[config.mk]
export PLATFORM = sky130hd
export DESIGN_NAME = fsm_control
export DESIGN_NICKNAME = d
export VERILOG_FILES = /design/src/rtl/fsm_control.sv
export SDC_FILE = /design/constraint.sdc
export NUM_CORES = 1
export LEC_CHECK = 0
export CAP_MARGIN = 40
export CORE_MARGIN = 3
export CORE_UTILIZATION = 39
export CTS_BUF_LIST = sky130_fd_sc_hd__clkbuf_4
export DETAILED_ROUTE_END_ITERATION = 8
export HOLD_SLACK_MARGIN = 0.03
export PLACE_DENSITY = 0.82
export SLEW_MARGIN = 20
export SYNTH_ARGS = -nofsm -noshare
export SYNTH_HDL_FRONTEND = slang
export SYNTH_SLANG_ARGS = --single-unit
[constraint.sdc]
create_clock -name clk -period 1.8 [get_ports clk]
set_input_delay 0.36 -clock clk [delete_from_list [all_inputs] [get_ports clk]]
set_output_delay 0.36 -clock clk [all_outputs]
set_load 0.02 [all_outputs]
[src/rtl/fsm_control.sv]
// Transaction-layer control FSM: RESET/INIT/IDLE/ACTIVE/ERROR sequencing,
// threshold latching during INIT and error snapshot on entry to ERROR.
module fsm_control #(
    parameter int UMBRAL_W    = 3,
    parameter int IDLE_CYCLES = 2
) (
    input  logic                clk,
    input  logic                reset_L,
    input  logic                init,
    input  logic [7:0]          empties,
    input  logic [7:0]          error_in,
    input  logic [UMBRAL_W-1:0] umbral_alto_in,
    input  logic [UMBRAL_W-1:0] umbral_bajo_in,
    output logic [3:0]          state,
    output logic [UMBRAL_W-1:0] umbral_alto,
    output logic [UMBRAL_W-1:0] umbral_bajo,
    output logic                idle_out,
    output logic                active_out,
    output logic                error_out,
    output logic [7:0]          error_fifo
);

    typedef enum logic [3:0] {
        ST_RESET  = 4'b0001,
        ST_INIT   = 4'b0010,
        ST_IDLE   = 4'b0100,
        ST_ACTIVE = 4'b1000,
        ST_ERROR  = 4'b1111
    } state_e;

    localparam logic [3:0] IDLE_N = IDLE_CYCLES[3:0];

    state_e              state_q, state_d;
    logic [UMBRAL_W-1:0] alto_q, alto_d;
    logic [UMBRAL_W-1:0] bajo_q, bajo_d;
    logic [7:0]          efifo_q, efifo_d;
    logic [3:0]          cnt_q, cnt_d;

    logic                err_any;
    logic                all_empty;
    logic [3:0]          cnt_inc;

    // Next-state, threshold, snapshot and idle-counter computation
    always_comb begin
        state_d   = state_q;
        alto_d    = alto_q;
        bajo_d    = bajo_q;
        efifo_d   = efifo_q;
        cnt_d     = 4'd0;
        err_any   = |error_in;
        all_empty = &empties;
        cnt_inc   = (cnt_q == 4'hF) ? cnt_q : cnt_q + 4'd1;

        unique case (state_q)
            ST_RESET: begin
                state_d = ST_INIT;
            end
            ST_INIT: begin
                alto_d = umbral_alto_in;
                bajo_d = umbral_bajo_in;
                if (err_any) begin
                    state_d = ST_ERROR;
                    efifo_d = error_in;
                end else if (!init) begin
                    state_d = ST_IDLE;
                end
            end
            ST_IDLE: begin
                if (err_any) begin
                    state_d = ST_ERROR;
                    efifo_d = error_in;
                end else if (init) begin
                    state_d = ST_INIT;
                end else if (!all_empty) begin
                    state_d = ST_ACTIVE;
                end
            end
            ST_ACTIVE: begin
                if (err_any) begin
                    state_d = ST_ERROR;
                    efifo_d = error_in;
                end else if (init) begin
                    state_d = ST_INIT;
                end else if (all_empty) begin
                    if (cnt_inc >= IDLE_N) begin
                        state_d = ST_IDLE;
                    end else begin
                        cnt_d = cnt_inc;
                    end
                end
            end
            ST_ERROR: begin
                state_d = ST_ERROR;
            end
            default: begin
                state_d = ST_RESET;
            end
        endcase
    end

    // State and datapath registers, cleared asynchronously by reset_L
    always_ff @(posedge clk or negedge reset_L) begin
        if (!reset_L) begin
            state_q <= ST_RESET;
            alto_q  <= '0;
            bajo_q  <= '0;
            efifo_q <= 8'h00;
            cnt_q   <= 4'd0;
        end else begin
            state_q <= state_d;
            alto_q  <= alto_d;
            bajo_q  <= bajo_d;
            efifo_q <= efifo_d;
            cnt_q   <= cnt_d;
        end
    end

    // Status flags decoded from the registered state
    always_comb begin
        state       = state_q;
        umbral_alto = alto_q;
        umbral_bajo = bajo_q;
        error_fifo  = efifo_q;
        idle_out    = (state_q == ST_IDLE);
        active_out  = (state_q == ST_ACTIVE);
        error_out   = (state_q == ST_ERROR);
    end

endmodule

==> impl_metrics.ini, run 1 <==
[status]
status = complete, but fails checks
violations = setup timing

[sta]
skew_ns = 0.00155
setup-violations-final = 9
min_period_ns = 1.87
setup_slack_ns = -0.0654
rsz0062_at_grt = true
period_share_pct = 104
fmax_mhz = 536
finalHoldViolCount = 0
slew_viol_final = 0

[power_and_ir_drop]
seqPwrFrac_pct = 32.3
leakage_nw = 0.779
power.density_nw_per_um2 = 1560
peakVddDrop_mv = 1.30
p_int_mw = 1.67
p_switching_mw = 1.02
power_frac_clock_pct = 8.5
switching_share_pct = 37.9
p_comb_share_pct = 59.2

[setup_path]
rr_worst_depth = 5
cp-end-kind = output port
crit_fanout = 6
start_kind = flip-flop
critical-path-top-delay-family = flip-flops
worstPathBufferInverterCount = 1
path_cells = nor4b_2 > clkdlybuf4s15_2
path_depth = 2
r2r_slack_ns = -0.04
crit_required_ns = 1.44
crit_path_top_delay_cell = dfrtp_2
worst_r2r_startpoint = state[3]$_DFFE_PN0P_
reg2reg_to = error_fifo[6]$_DFFE_PN0P_
cpPeakStageDelay_ns = 0.47
arrival_ns = 1.51
endpoint = idle_out
critical_path_class = reg2out
critPathLaunch = state[1]$_DFFE_PN0P_

[run]
drv_cap = 0

[detailed_routing]
vias = 976
ant_nets = 0
top_layer_used = met4
first_pass_iters = 5
routed_wl_um = 2800
wl_met2_um = 1480
drt-met1-wl_um = 1160
drt-vias-per-instance = 5.11
met3_length_um = 140
drt_iter0_drc = 25
drc = 0
detail_route.wl_per_cell_um = 14.7

[final_layout]
num-nets-final = 188
drive_gt1_share_pct = 25.5
fill_cells = 199
final_cell_count_no_fill = 191
n_antenna_cell = 0
syn_to_final_growth_pct = 57.2
postLayoutCoreUtil_pct = 67.0

[placement]
post-place-ws_ns = -0.373
io_buffer_count = 45
placed_cells = 187
globalplace.congestion = 0.827
dp_hpwl_um = 2150

[clocking]
clkSinkCount = 22
insertion_delay_ns = 0.30
cts_made_buffers = 3
post-cts-setup-buffers = 0
clk_pin_slew_ns = 0.12
cts-htree-levels = 1
cts_tree = built
clock_path_buffers = 2
cts-root-buf = clkbuf_4

[floorplanning]
die_area_um2 = 3480
rows = 18
floorplan.initialDensity_pct = 42.6
ioPinCount = 46
die_h_um = 59.0
core_area_um2 = 2570
die_w_um = 59.0

[logic_synthesis]
yosysSeqAreaShare_pct = 50.5
yosysTopAreaCellShare_pct = 48.1
synth_top_area_cell = dfrtp_1
syn_inst = 101
postSynthAreaPerCell_um2 = 10.8
synthesis.area_um2 = 1090
yosys_warnings = 0
yosys.cell_types.count = 35
yosys-top-cells-area = dfrtp_1, mux2_4, nand2_1, dfstp_2, nor4b_1
ys_ff_latch = 22

[hold_path]
min_path_type = in2async

[global_routing]
grt-ovfl-total = 0
grt_pass1_vias = 1058
grt_usage_pct = 17.4
antenna_found_initial = 0
grt_max_degree = 23
grt_pass1_wl_um = 4590
## registers in the layout (all words and copies together), names as in the netlist
name and flops:
state 4, umbral_alto 3, umbral_bajo 3, error_fifo 8, cnt_q 4
## synthesized netlist by cell type
cell	number
a21boi_0	1
a21o_1	1
a21oi_1	2
a221o_1	1
a31o_2	1
and2_0	1
and3_1	2
buf_2	1
buf_4	1
buf_6	2
clkbuf_1	1
conb_1	1
dfrtp_1	21
dfstp_2	1
ha_1	1
inv_1	2
mux2_4	8
nand2_1	20
nand3_1	2
nand4_1	3
nor2_1	4
nor2b_1	1
nor3_1	5
nor3b_1	1
nor4_1	3
nor4b_1	3
nor4b_2	1
o21a_2	1
o21ai_0	1
o311ai_0	1
o31ai_1	2
or3_1	1
or3b_1	1
xnor2_1	1
xor2_1	2
## power by group through the flow
stage | sequential [mW] | clock (mW) | combinational, mW
4_1_cts | 0.867 | 0.234 | 1.59
2_1_floorplan | 1.08 | 0 | 0.699
6_report | 0.869 | 0.228 | 1.59
5_1_grt | 0.895 | 0.246 | 1.71
3_5_place_dp | 0.864 | 0 | 1.59
3_3_place_gp | 0.869 | 0 | 1.56
## worst reg2reg max path: cells and delay by family (launching register included)
kind / cells / cell delay [ns]
DFF: 1 / 0.47
AOI/OAI and AO/OA: 1 / 0.14
muxes: 1 / 0.29
and+or+nand+nor: 2 / 0.70
buffers and inverters: 1 / 0.14
## area by class of cell
type	count	area [um^2]	share of cell area (%)
Multi-Input combinational cell	74	542	31.5
Tap cell	30	37.5	2.18
Clock inverter	1	3.75	0.218
Inverter	2	7.51	0.437
Clock buffer	3	22.5	1.31
Timing Repair Buffer	59	551	32.0
Sequential cell	22	556	32.3
## how the worst min path moves through the flow
stage	to	slack, ns	cells past startpoint
detailed placement	cnt_q[0]$_DFF_PN0_	0.46	1
floorplan	cnt_q[0]$_DFF_PN0_	0.06	0
global route	state[3]$_DFFE_PN0P_	0.41	2
finish	error_fifo[4]$_DFFE_PN0P_	0.39	2
global placement	cnt_q[0]$_DFF_PN0_	0.45	1
CTS	error_fifo[3]$_DFFE_PN0P_	0.39	2
## layer usage
metal,up-vias,global-route usage (%)
li1,477,-
met1,463,21.3
met2,34,31.1
met3,2,2.19
met4,0,6.15
met5,-,0
## timing repair
item / in CTS / in global routing
endpoints found under the setup margin: 17 / 13
gates resized for setup: 21 / 5
hold buffers: 0 / 0
## cells by family (layout without fill, tap and decap cells)
group / count (synthesis) / in the layout / share of synthesized area (%)
AO/OA/AOI/OAI: 11 / 11 / 7.44
XOR/XNOR: 3 / 3 / 2.40
buffers and inverters: 7 / 65 / 4.23
multiplexers: 8 / 8 / 11.0
AND/OR/NAND/NOR: 48 / 48 / 23.0
flip-flops: 22 / 22 / 50.5
adder cells (fa/ha/maj): 1 / 1 / 1.14
other: 1 / 3 / 0.343
## layout by cell type, fill, tap and decap left out, types with 2 or more instances in the layout
master and count:
clkdlybuf4s50_1 38, nand2_1 20, dfrtp_1 18, buf_4 12, mux2_4 8, nor3_1 5
nor2_1 4, nor4b_2 3, nand4_1 3, clkbuf_4 3, conb_1 3, dlygate4sd2_1 3
dfrtp_2 3, a21oi_1 2, nand3_1 2, xor2_1 2, o31ai_1 2, and3_1 2
buf_2 2, buf_6 2
## stage by stage
stage	setup TNS, ns	power (mW)	instance area [um^2]	hold slack [ns]
detailed placement	-4.11	2.46	1670	0.458
global route	-0.718	2.85	1720	0.407
floorplan	-1.28	1.78	1120	0.0644
finish	-0.304	2.69	1720	0.388
global placement	-3.02	2.42	1670	0.447
CTS	-0.298	2.69	1710	0.389
Note: power is estimated with default switching activity, not from simulation.
==> run 2, diff against run 1 <==
--- a/config.mk
+++ b/config.mk
@@ -7,11 +7,11 @@
 export LEC_CHECK = 0
 export CAP_MARGIN = 40
 export CORE_MARGIN = 3
-export CORE_UTILIZATION = 39
+export CORE_UTILIZATION = 43
 export CTS_BUF_LIST = sky130_fd_sc_hd__clkbuf_4
 export DETAILED_ROUTE_END_ITERATION = 8
 export HOLD_SLACK_MARGIN = 0.03
-export PLACE_DENSITY = 0.82
+export PLACE_DENSITY = 0.86
 export SLEW_MARGIN = 20
 export SYNTH_ARGS = -nofsm -noshare
 export SYNTH_HDL_FRONTEND = slang
==> constraint.sdc (replaced) <==
create_clock -name clk -period 1.9 [get_ports clk]
set_input_delay 0.38 -clock clk [delete_from_list [all_inputs] [get_ports clk]]
set_output_delay 0.38 -clock clk [all_outputs]
set_load 0.02 [all_outputs]
==> run 2 against run 1 <==
Net effect: the run now ends clean; global-route usage rose by 1.3 points; setup slack improved by 0.093 ns; core utilization rose by 8.6 points; critical path type unchanged; critical endpoint unchanged; highest routed layer is now met3.
==> impl_metrics.ini, run 2 (synthesis gave the netlist of run 1 again) <==
[sta]
min_period_ns = 1.87
setup-violations-final = 0
fmax_mhz = 534
rsz0062_at_grt = true
hold-worst-slack_ns = 0.411
period_share_pct = 98.5
skew_ns = 0.00241
setup_slack_ns = 0.0281
slew_viol_final = 0
finalHoldViolCount = 0

[setup_path]
crit_path_top_delay_cell = dfrtp_2
worst_r2r_startpoint = state[2]$_DFFE_PN0P_
path_cells = buf_4 > nor4b_2 > clkdlybuf4s15_2
rr_worst_depth = 4
critPathLaunch = state[2]$_DFFE_PN0P_
reg2reg_to = error_fifo[0]$_DFFE_PN0P_
crit_required_ns = 1.52
arrival_ns = 1.49
r2r_slack_ns = 0.04
critical_path_class = reg2out
cpPeakStageDelay_ns = 0.43
cp-end-kind = output port
start_kind = flip-flop
crit_fanout = 6

[global_routing]
gr-usage-met3_pct = 3.45
grt_pass1_wl_um = 4830
grt_usage_pct = 18.7
antenna_found_initial = 0
grt-ovfl-total = 0
use_met2_pct = 36.6
grt_pass1_vias = 1127
use_met1_pct = 20.8
grt.busiest_layer = met2
grt_max_degree = 23

[floorplanning]
die_w_um = 56.4
floorplan.initialDensity_pct = 47.2
die_area_um2 = 3180
ioPinCount = 46
rows = 17
die_h_um = 56.4
core_area_um2 = 2320

[power_and_ir_drop]
power_mw = 2.63
leakage_nw = 0.798
peakVddDrop_mv = 1.19
power.density_nw_per_um2 = 1500

[final_layout]
final_area_um2 = 1750
num-nets-final = 193
fill_cells = 151
n_antenna_cell = 0
final_common_cell = clkdlybuf4s50_1
final_cell_mix = clkdlybuf4s50_1, nand2_1, dfrtp_1, buf_4, mux2_4
largest_reg_flops = 8
drive_gt1_share_pct = 26.5
syn_to_final_growth_pct = 60.3

[clocking]
cts-root-buf = clkbuf_4
clock_path_buffers = 2
clk_pin_slew_ns = 0.11
clkSinkCount = 22
cts-htree-levels = 1
insertion_delay_ns = 0.29
holdBufCountCts = 0
cts_tree = built
cts_made_buffers = 3

[detailed_routing]
drc = 0
detail_route.wl_per_cell_um = 15.0
drt-vias-per-instance = 5.27
routed_wl_um = 2900
first_pass_iters = 4
ant_nets = 0
drt_iter0_drc = 18
vias = 1023

[placement]
io_buffer_count = 45
post-place-ws_ns = -0.264
globalplace.congestion = 0.887
dp_hpwl_um = 2310
dpl_cell_area_um2 = 1680

[status]
status = completed

[run]
drv_cap = 0

[hold_path]
min_path_type = in2async
-- run 2: cell count changes in the layout (fill, tap and decap cells not counted), sizes merged --
cell / delta
dlymetal6s2s: +1
clkbuf: +1
clkdlybuf4s50: +3
buf: +2
dlygate4sd2: -2
dlygate4sd1: +1
clkinv: -1
-- run 2: worst max-delay path: cells and delay by family (launching register included) --
kind                   cells  cell delay [ns]
flip-flops                 1             0.43
buffers and inverters      2             0.46
AND/OR/NAND/NOR            1             0.30
-- run 2: timing repair --
action,CTS,global route
resized for setup,10,6
setup buffers,3,1
pin swaps,1,1
setup endpoints to repair,12,14
endpoints found under the hold margin,0,0
-- run 2: per-stage QoR --
stage | setup TNS, ns | cells | util [%]
6_report | 0 | 194 | 75.6
5_1_grt | -0.0625 | 194 | 75.6
4_1_cts | 0 | 194 | 75.0
3_5_place_dp | -2.63 | 187 | 72.6
3_3_place_gp | -2.29 | 187 | 72.6
2_1_floorplan | -0.437 | 103 | -
-- run 2: layout make-up --
type / count / area, um^2 / area share (%)
Inverter: 2 / 7.51 / 0.428
Clock buffer: 4 / 30.0 / 1.71
Timing Repair Buffer: 64 / 598 / 34.1
Multi-Input combinational cell: 74 / 527 / 30.0
Sequential cell: 22 / 556 / 31.7
Tap cell: 28 / 35.0 / 2.00
-- run 2: how the worst max path moves through the flow --
stage	end
after CTS	error_fifo[0]$_DFFE_PN0P_
after global placement	error_fifo[1]$_DFFE_PN0P_
after floorplan	error_fifo[0]$_DFFE_PN0P_
after global routing	idle_out
after detailed placement	error_fifo[0]$_DFFE_PN0P_
final	idle_out
-- run 2: layer usage --
metal | part of all wire [%] | up-vias | wire length (um)
li1 | - | 486 | -
met1 | 38 | 507 | 1100
met2 | 57 | 30 | 1660
met3 | 4.8 | 0 | 138
met4 | 0 | 0 | 0
met5 | 0 | - | 0
-- run 2: power breakdown --
group	total, mW	internal [mW]	switching, mW
registers	0.839	0.677	0.162
clock network	0.223	0.0958	0.127
logic	1.57	0.868	0.704
total	2.63	1.64	0.993
